`src/rtl/awgn_pkg.sv`:
```
// Shared types and constants for the Gilbert-Elliott burst-noise channel.
// Latency: n/a (package only).
// Backpressure: n/a (package only).
package awgn_pkg;

    typedef enum logic {
        GOOD = 1'b0,
        BAD  = 1'b1
    } ch_state_t;

    localparam int          GAIN_FRAC = 7;
    localparam logic [31:0] LFSR_MASK = 32'h8020_0003;

    // 128 * 10^(-snr/20), rounded; index is SNR in dB.
    localparam logic [7:0] GAIN_LUT [16] = '{
        8'd128, 8'd114, 8'd102, 8'd91, 8'd81, 8'd72, 8'd64, 8'd57,
        8'd51,  8'd45,  8'd40,  8'd36, 8'd32, 8'd29, 8'd26, 8'd23
    };

endpackage

```
`src/rtl/noise_lfsr.sv`:
```
// 32-bit Galois LFSR advanced 32 positions per enabled cycle.
// Latency: new word visible the cycle after en.
// Backpressure: none; holds its word while en=0.
module noise_lfsr
    import awgn_pkg::*;
#(
    parameter logic [31:0] SEED = 32'hACE1_2024
) (
    input  logic        clk,
    input  logic        reset,
    input  logic        en,
    output logic [31:0] rnd
);

    // An all-zero state would lock the register up.
    localparam logic [31:0] SEED_NZ = (SEED == 32'd0) ? 32'd1 : SEED;

    logic [31:0] rnd_nxt;

    always_comb begin
        rnd_nxt = rnd;
        for (int i = 0; i < 32; i++) begin
            rnd_nxt = {1'b0, rnd_nxt[31:1]} ^ (rnd_nxt[0] ? LFSR_MASK : 32'd0);
        end
    end

    always_ff @(posedge clk or posedge reset) begin
        if (reset) begin
            rnd <= SEED_NZ;
        end else if (en) begin
            rnd <= rnd_nxt;
        end
    end

endmodule

```
`src/rtl/ge_noise_channel.sv`:
```
// Gilbert-Elliott burst-noise channel; output wraps unless AWGN_SAT_EN is defined (then clamps).
// Latency: 3 cycles in_valid -> out_valid, 1 sample/cycle.
// Backpressure: none; in_valid gaps propagate as out_valid gaps.
module ge_noise_channel
    import awgn_pkg::*;
#(
    parameter int          DATA_W      = 16,
    parameter int          NOISE_W     = 6,
    parameter int          N_SUM       = 4,
    parameter int          NOISE_SHIFT = 4,
    parameter logic [31:0] SEED        = 32'hACE1_2024
) (
    input  logic              clk,
    input  logic              reset,
    input  logic              in_valid,
    input  logic [DATA_W-1:0] in_data,
    input  logic [3:0]        snr_good,
    input  logic [3:0]        snr_bad,
    input  logic [7:0]        p_gb,
    input  logic [7:0]        p_bg,
    input  logic              bypass,
    input  logic              clear_stats,
    output logic              out_valid,
    output logic [DATA_W-1:0] out_data,
    output logic              ch_state,
    output logic [31:0]       bad_count
);

    localparam int GW = NOISE_W + $clog2(N_SUM) + 1;
    localparam int PW = GW + 9;
    localparam int SW = DATA_W + 2;

    if (N_SUM * NOISE_W + 8 > 32) begin : g_cfg_check
        $error("ge_noise_channel: N_SUM*NOISE_W + 8 must not exceed 32");
    end

    logic [31:0] rnd;

    noise_lfsr #(
        .SEED (SEED)
    ) u_lfsr (
        .clk   (clk),
        .reset (reset),
        .en    (in_valid),
        .rnd   (rnd)
    );

    // Gaussian approximation and transition draw from the current word.
    logic [GW-1:0]        u_sum;
    logic signed [GW-1:0] g_val;
    logic [7:0]           draw;

    always_comb begin
        u_sum = '0;
        for (int k = 0; k < N_SUM; k++) begin
            u_sum = u_sum + GW'(rnd[k*NOISE_W +: NOISE_W]);
        end
    end

    assign g_val = $signed(u_sum - GW'(N_SUM * (2 ** (NOISE_W - 1))));
    assign draw  = rnd[31:24];

    // Channel state: the pre-update state labels the accepted sample.
    ch_state_t st, st_nxt;

    always_ff @(posedge clk or posedge reset) begin
        if (reset) begin
            st <= GOOD;
        end else begin
            st <= st_nxt;
        end
    end

    always_comb begin
        st_nxt = st;
        if (in_valid) begin
            case (st)
                GOOD:    if (draw < p_gb) st_nxt = BAD;
                BAD:     if (draw < p_bg) st_nxt = GOOD;
                default: st_nxt = GOOD;
            endcase
        end
    end

    // Bypass is folded into a zero gain so noise is exactly 0 downstream.
    logic [3:0] snr_sel;
    logic [7:0] gain_sel;

    assign snr_sel  = (st == BAD) ? snr_bad : snr_good;
    assign gain_sel = bypass ? 8'd0 : GAIN_LUT[snr_sel];

    // Stage 1: sample, g, state, gain.
    logic                     s1_vld;
    logic signed [DATA_W-1:0] s1_data;
    logic signed [GW-1:0]     s1_g;
    ch_state_t                s1_st;
    logic [7:0]               s1_gain;

    always_ff @(posedge clk or posedge reset) begin
        if (reset) begin
            s1_vld  <= 1'b0;
            s1_data <= '0;
            s1_g    <= '0;
            s1_st   <= GOOD;
            s1_gain <= '0;
        end else begin
            s1_vld <= in_valid;
            if (in_valid) begin
                s1_data <= $signed(in_data);
                s1_g    <= g_val;
                s1_st   <= st;
                s1_gain <= gain_sel;
            end
        end
    end

    // Stage 2: signed product of g and the unsigned gain.
    logic                     s2_vld;
    logic signed [DATA_W-1:0] s2_data;
    logic signed [PW-1:0]     s2_prod;
    ch_state_t                s2_st;

    always_ff @(posedge clk or posedge reset) begin
        if (reset) begin
            s2_vld  <= 1'b0;
            s2_data <= '0;
            s2_prod <= '0;
            s2_st   <= GOOD;
        end else begin
            s2_vld <= s1_vld;
            if (s1_vld) begin
                s2_data <= s1_data;
                s2_prod <= s1_g * $signed({1'b0, s1_gain});
                s2_st   <= s1_st;
            end
        end
    end

    // Stage 3: scale, add at DATA_W+2 bits, resolve overflow.
    logic signed [PW-1:0]     scaled;
    logic signed [SW-1:0]     noise;
    logic signed [SW-1:0]     sum;
    logic signed [DATA_W-1:0] res;

    assign scaled = s2_prod >>> GAIN_FRAC;
    assign noise  = SW'(scaled) <<< NOISE_SHIFT;
    assign sum    = SW'(s2_data) + noise;

`ifdef AWGN_SAT_EN
    always_comb begin
        res = sum[DATA_W-1:0];
        if (sum[SW-1:DATA_W-1] != {(SW-DATA_W+1){sum[SW-1]}}) begin
            res = sum[SW-1] ? {1'b1, {(DATA_W-1){1'b0}}} : {1'b0, {(DATA_W-1){1'b1}}};
        end
    end
`else
    assign res = sum[DATA_W-1:0];
`endif

    always_ff @(posedge clk or posedge reset) begin
        if (reset) begin
            out_valid <= 1'b0;
            out_data  <= '0;
            ch_state  <= 1'b0;
        end else begin
            out_valid <= s2_vld;
            if (s2_vld) begin
                out_data <= res;
                ch_state <= s2_st;
            end
        end
    end

    // A BAD sample is counted as it leaves the output register.
    always_ff @(posedge clk or posedge reset) begin
        if (reset) begin
            bad_count <= '0;
        end else if (clear_stats) begin
            bad_count <= '0;
        end else if (out_valid && ch_state && (bad_count != 32'hFFFF_FFFF)) begin
            bad_count <= bad_count + 32'd1;
        end
    end

endmodule

```
`config.mk`:
```
export PLATFORM = sky130hd
export DESIGN_NAME = ge_noise_channel
export DESIGN_NICKNAME = d
export VERILOG_FILES = /design/src/rtl/awgn_pkg.sv /design/src/rtl/noise_lfsr.sv /design/src/rtl/ge_noise_channel.sv
export SDC_FILE = /design/constraint.sdc
export NUM_CORES = 1
export LEC_CHECK = 0
export BUFFER_PORTS_ARGS = -buffer_cell sky130_fd_sc_hd__buf_4
export CORE_AREA = 2 2 138 127
export DETAILED_ROUTE_END_ITERATION = 6
export DIE_AREA = 0 0 140 129
export PLACE_DENSITY = 0.9
export SLEW_MARGIN = 20
export SYNTH_ARGS = -nofsm -noshare
export SYNTH_HDL_FRONTEND = slang
export SYNTH_SLANG_ARGS = --single-unit
```
`constraint.sdc`:
```
create_clock -name clk -period 11.6 [get_ports clk]
set_clock_uncertainty 0.15 [all_clocks]
set_input_delay 0.58 -clock clk [delete_from_list [all_inputs] [get_ports clk]]
set_output_delay 0.58 -clock clk [all_outputs]
set_load 0.01 [all_outputs]
```
After elaboration in Yosys (flattened, before gate mapping)
Memories as Yosys holds them, arrays and structs flattened.
Cells that the tools add are included.

word-level totals
  register bits after elaboration = 154
  ROM bits = 128
  input bits = 45
  output and inout port bits = 50
  word-level logic and storage cells = 105
  memories = 1

memory list
  name              depth  width  read ports  clocked after memory_dff  wr ports  line                    RTL
  (name not given)  16     8      1           0                         0         ge_noise_channel.sv:90  assign gain_sel = bypass ? 8'd0 : GAIN_LUT[snr_sel];

cells by class
  add/subtract/negate cells = 6
  $mul = 1
  order comparisons = 3
  equal/unequal tests = 1
  multiplexer cells = 41
  bitwise operators = 34
  reductions and logical operators = 3

operators by type and width
  cell                     number
  $mux W32                 34
  $xor A31 B32 Y32         32
  $add A32 B1 Y32 const B  1
  $ne A32 B32 Y1 const B   1
  $mux W8                  3
  $mul A9 B9 Y18           1
  $add A16 B15 Y16         1
  $lt A8 B8 Y1             2
  $add A8 B6 Y9            1
  $sub A9 B8 Y9 const B    1
  $add A7 B6 Y8            1
  $add A6 B6 Y7            1
  $ge A5 B5 Y1 const B     1
  $not A4 Y5               1
  $mux W4                  1
  $logic_and A1 B1 Y1      2
  $mux W1                  2
  $pmux W1 S2              1
  $reduce_bool A2 Y1       1
  $not A1 Y1               1

Depth between registers and ports, before layout
  word-level depth = 64
  gate-level depth with buffers = 22
  depth with buffers taken out = 21

Modules after synthesis
A second synthesis with hierarchy kept.

second synthesis, totals
  cells, all modules = 1067
  area, all modules = 11413.4 um^2

modules (own cells, without submodules)
  module            instances  cells an instance  area an instance (um^2)  sequential area each (um^2)
  ge_noise_channel  1          858                8767.2                   2877.8
  noise_lfsr        1          209                2646.3                   814.5

Least setup slack after synthesis
No wires, ideal clock.

  kind = register to register
  start = register s1_gain[2]
  end = register s2_prod[17]
  library setup time = 82 ps
  data arrival time = 4739 ps
  required time = 11368 ps
  path slack = 6629 ps
  cell stages (with the launch flop) = 22
  buffers on the path = 1
  period minus slack after synthesis = 4971 ps
  cell sequence = dfrtp_1 -> clkbuf_1 -> nand2_1 -> fa_1 -> fa_1 -> inv_1 -> ha_1 -> inv_1 -> fa_1 -> inv_1 -> ha_1 -> nand4b_1 -> o41ai_1 -> a21o_1 -> a21oi_1 -> o21bai_1 -> a21oi_1 -> o21a_1 -> nor3_1 -> o31a_1 -> or3_1 -> a31oi_1

on the way
  longest elaborated chain between the ends = 1

ends and longest elaborated chain
  what                    line                     RTL
  from (decl)             ge_noise_channel.sv:97   logic [7:0] s1_gain;
  from (signal assigned)  ge_noise_channel.sv:112  s1_gain <= gain_sel;
  $mul A9 B9 Y18          ge_noise_channel.sv:133  s2_prod <= s1_g * $signed({1'b0, s1_gain});
  to (signal assigned)    ge_noise_channel.sv:133
  to (decl)               ge_noise_channel.sv:120  logic signed [PW-1:0] s2_prod;

No other way between the ends.
A chain may end at the register's enable or synchronous reset.

Worst setup path in the final report
Ends and elaborated chain as after synthesis.

==> PnR_summary.wiki <==
{| class="wikitable"
! Metric !! Value
|-
| Number of DRC markers in iteration 0 || 456
|-
| Count of port buffers added during placement || 94
|-
| # clock sinks || 147
|-
| Synth async-reset ratio || 100%
|-
| Core Box Area || 16600 sq um
|-
| DRC errors left || 6
|-
| Violated checks || DRC
|-
| Most instantiated flip-flop cell in the synthesis netlist || dfrtp_1
|-
| Setup Total Neg Slack || 0 ns
|-
| Die outline area || 18100 sq um
|-
| Vias in the first global route || 7974
|-
| Synthesis-to-finish area growth || 14.2%
|-
| Max-capacitance violation count || 0
|-
| Class of the most critical hold timing path || input port to asynchronous set/reset pin
|-
| Count of different cell masters after synthesis || 50
|-
| CP max stage cell || fa_1
|-
| Count of yosys warnings during synthesis || 0
|-
| Total clock buffers created by CTS || 17
|-
| Die W || 140 um
|-
| Global-route wire length before repair || 39100 um
|-
| Worst Tran Pin Value || 0.961 ns
|-
| Congestion Overflow GR || 0
|-
| Largest cells by area after synthesis || dfrtp_1, fa_1, xnor2_1
|-
| Hold violation total from the final report || 0
|-
| Chain of cells forming the critical path || nand2_1 > fa_1 > fa_1 > inv_1 > ha_1 > inv_1 > fa_1 > inv_1 > ha_1 > nand4b_1 > o41ai_1 > a21o_1 > a21oi_1 > o21bai_1 > a21oi_1 > o21a_1 > nor3_1 > o31a_1 > o21ai_0 > a31oi_1
|-
| Total Routed Length || 23300 um
|-
| Worst setup slack before clock tree synthesis || 6.19 ns
|-
| Highest attainable clock frequency || 182 MHz
|-
| Vert. Die Dim || 129 um
|-
| Via count of the routed design || 7469
|-
| Initial standard-cell utilization of the core || 65.1%
|-
| Most frequent standard cell in the layout excluding fill and tap cells || dfrtp_1
|-
| Gp weighted congestion || 0.889
|-
| Synthesized instance count || 1016
|-
| Average via count per standard cell || 5.62
|-
| Antenna diode instance count || 0
|-
| Final setup violation count || 0
|-
| Number of antenna violations at the first check in global routing || 0
|-
| Worst setup path category || flip-flop to flip-flop
|-
| EDFF count, synth || 0
|-
| Proportion of synthesized chip area in sequential cells || 34.1%
|-
| Number of max-slew violations in the final report || 0
|-
| Post-cts sizing count || 0
|-
| Type of destination of the critical path || flip-flop
|-
| Top-area cell type share of the netlist area || 31.5%
|-
| Post-CTS Hold Buffers || 0
|-
| Pre-antenna DRT Iters || 7
|-
| Post-CTS setup buffer count || 0
|-
| Clock tree buffer depth || 2
|-
| Arr. time, crit path || 5.68 ns
|-
| Count of boundary I/O pins || 95
|-
| Result of the run || complete, but fails checks
|-
| Bufs and invs on worst path || 3
|-
| Clock slew at reported path FFs || 0.07 ns
|-
| GRT Overall Usage || 27.4%
|-
| Critical path launch point type || flip-flop
|-
| Required time at the worst-slack endpoint || 11.80 ns
|-
| Proportion of layout cells with a drive suffix above 1 || 19.5%
|-
| Worst-path maximum fanout || 10
|-
| Shortest period the worst path allows || 5.49 ns
|-
| Root buf cell || clkbuf_16
|-
| CP max stage delay || 0.52 ns
|-
| Relative slew margins || 35.5%
|-
| Number of nets with antenna violations after routing || 0
|-
| Rows || 45
|-
| Commonest non-fill, non-tap cells in the layout || dfrtp_1, inv_1, xnor2_1
|-
| Worst hold slack after final layout || 0.0977 ns
|-
| Netlist area before placement || 10800 sq um
|-
| Detail-routed net length per standard cell || 17.5 um
|-
| Register bit count reported by yosys || 147
|-
| Register-to-register setup slack || 6.11 ns
|-
| CTS tree || done
|-
| Skew-Pair Late Insertion Delay || 0.44 ns
|-
| Clock H-tree levels || 4
|-
| Post-Syn Area per Cell || 10.6 sq um
|-
| Number of nets in the synthesized netlist || 1202
|-
| Synth area leader || dfrtp_1
|-
| Post-route clock period utilization || 47.3%
|-
| # nets final || 1291
|-
| Unrepaired setup endpoints after global routing || no
|-
| Final setup margin || 6.11 ns
|-
| Placed wire-length estimate after detailed placement || 16400 um
|-
| Largest net degree at the start of global routing || 79
|-
| Largest delay share family, worst path || adder cells
|}
## final timing paths
check / from / end / depth (start not counted)
max: s1_gain[2] / s2_prod[17] / 20
min: reset / bad_count[26] / 2
max reg2reg: s1_gain[2] / s2_prod[17] / 20
min in group clk: bypass / s1_gain[1] / 2
min reg2reg: s1_data[15] / s1_data[15] / 1
max in group asynchronous: reset / s2_data[5] / 3
## layout make-up
cell class                      instances  area [sq um]
Sequential cell                       147          3690
Timing Repair Buffer                   96           721
Multi-Input combinational cell        714          6520
Clock buffer                           18           439
Inverter                              129           489
Clock inverter                         14           216
Tap cell                              211           264
Fill cell                            1011          4260
## metal layers
metal	GRT usage, %	share of wire, %	up-vias
met2	48.1	51	198
met3	4.47	4.5	59
li1	-	-	3465
met5	0	0	-
met4	10.4	2.5	0
met1	34.8	42	3747
## Yosys cell counts (4+ instances only)
| master | instances |
|---|---|
| a21o_1 | 9 |
| dfrtp_1 | 136 |
| nand2_1 | 71 |
| o21bai_1 | 5 |
| dfstp_2 | 11 |
| clkbuf_1 | 17 |
| nor2b_1 | 6 |
| mux2i_1 | 9 |
| xnor3_2 | 4 |
| nand2b_1 | 6 |
| or3_1 | 12 |
| o21ai_0 | 30 |
| xnor3_1 | 4 |
| a21oi_1 | 36 |
| fa_1 | 72 |
| buf_1 | 5 |
| nor3_1 | 9 |
| and3_1 | 7 |
| a31oi_1 | 4 |
| xnor2_1 | 109 |
| nor2_1 | 45 |
| nand3_1 | 16 |
| and2_1 | 42 |
| inv_1 | 128 |
| ha_1 | 69 |
| mux2_2 | 69 |
| xor2_1 | 48 |
## kinds of logic (layout without fill, tap and decap cells)
logic type,Yosys count,count (layout),synth area share (%)
adder cells (fa/ha/maj),141,141,21.3
multiplexers,78,78,8.02
AND/OR/NAND/NOR,222,222,9.95
AO/OA/AOI/OAI,103,103,5.76
XOR/XNOR,170,170,15.3
flip-flops,147,147,34.1
buffers and inverters,155,257,5.53
## registers in the layout (all words and copies together) (netlist names), 8 cells and up
signal	count
s1_g	9
s1_gain	8
out_data	16
u_lfsr.rnd	32
s2_data	16
s1_data	16
s2_prod	11
bad_count	32
## through the flow
step                      utilization, %  std cells  instance area [sq um]
after floorplan                        -       1016                  10800
after global placement              70.4       1297                  11700
after detailed placement            70.4       1297                  11700
after CTS                           74.3       1329                  12300
after global routing                74.3       1329                  12300
final                               74.3       1329                  12300
Power is left out: the tool's default activity adds up to more than one toggle a clock period on the data nets, which glitch-free logic cannot reach.
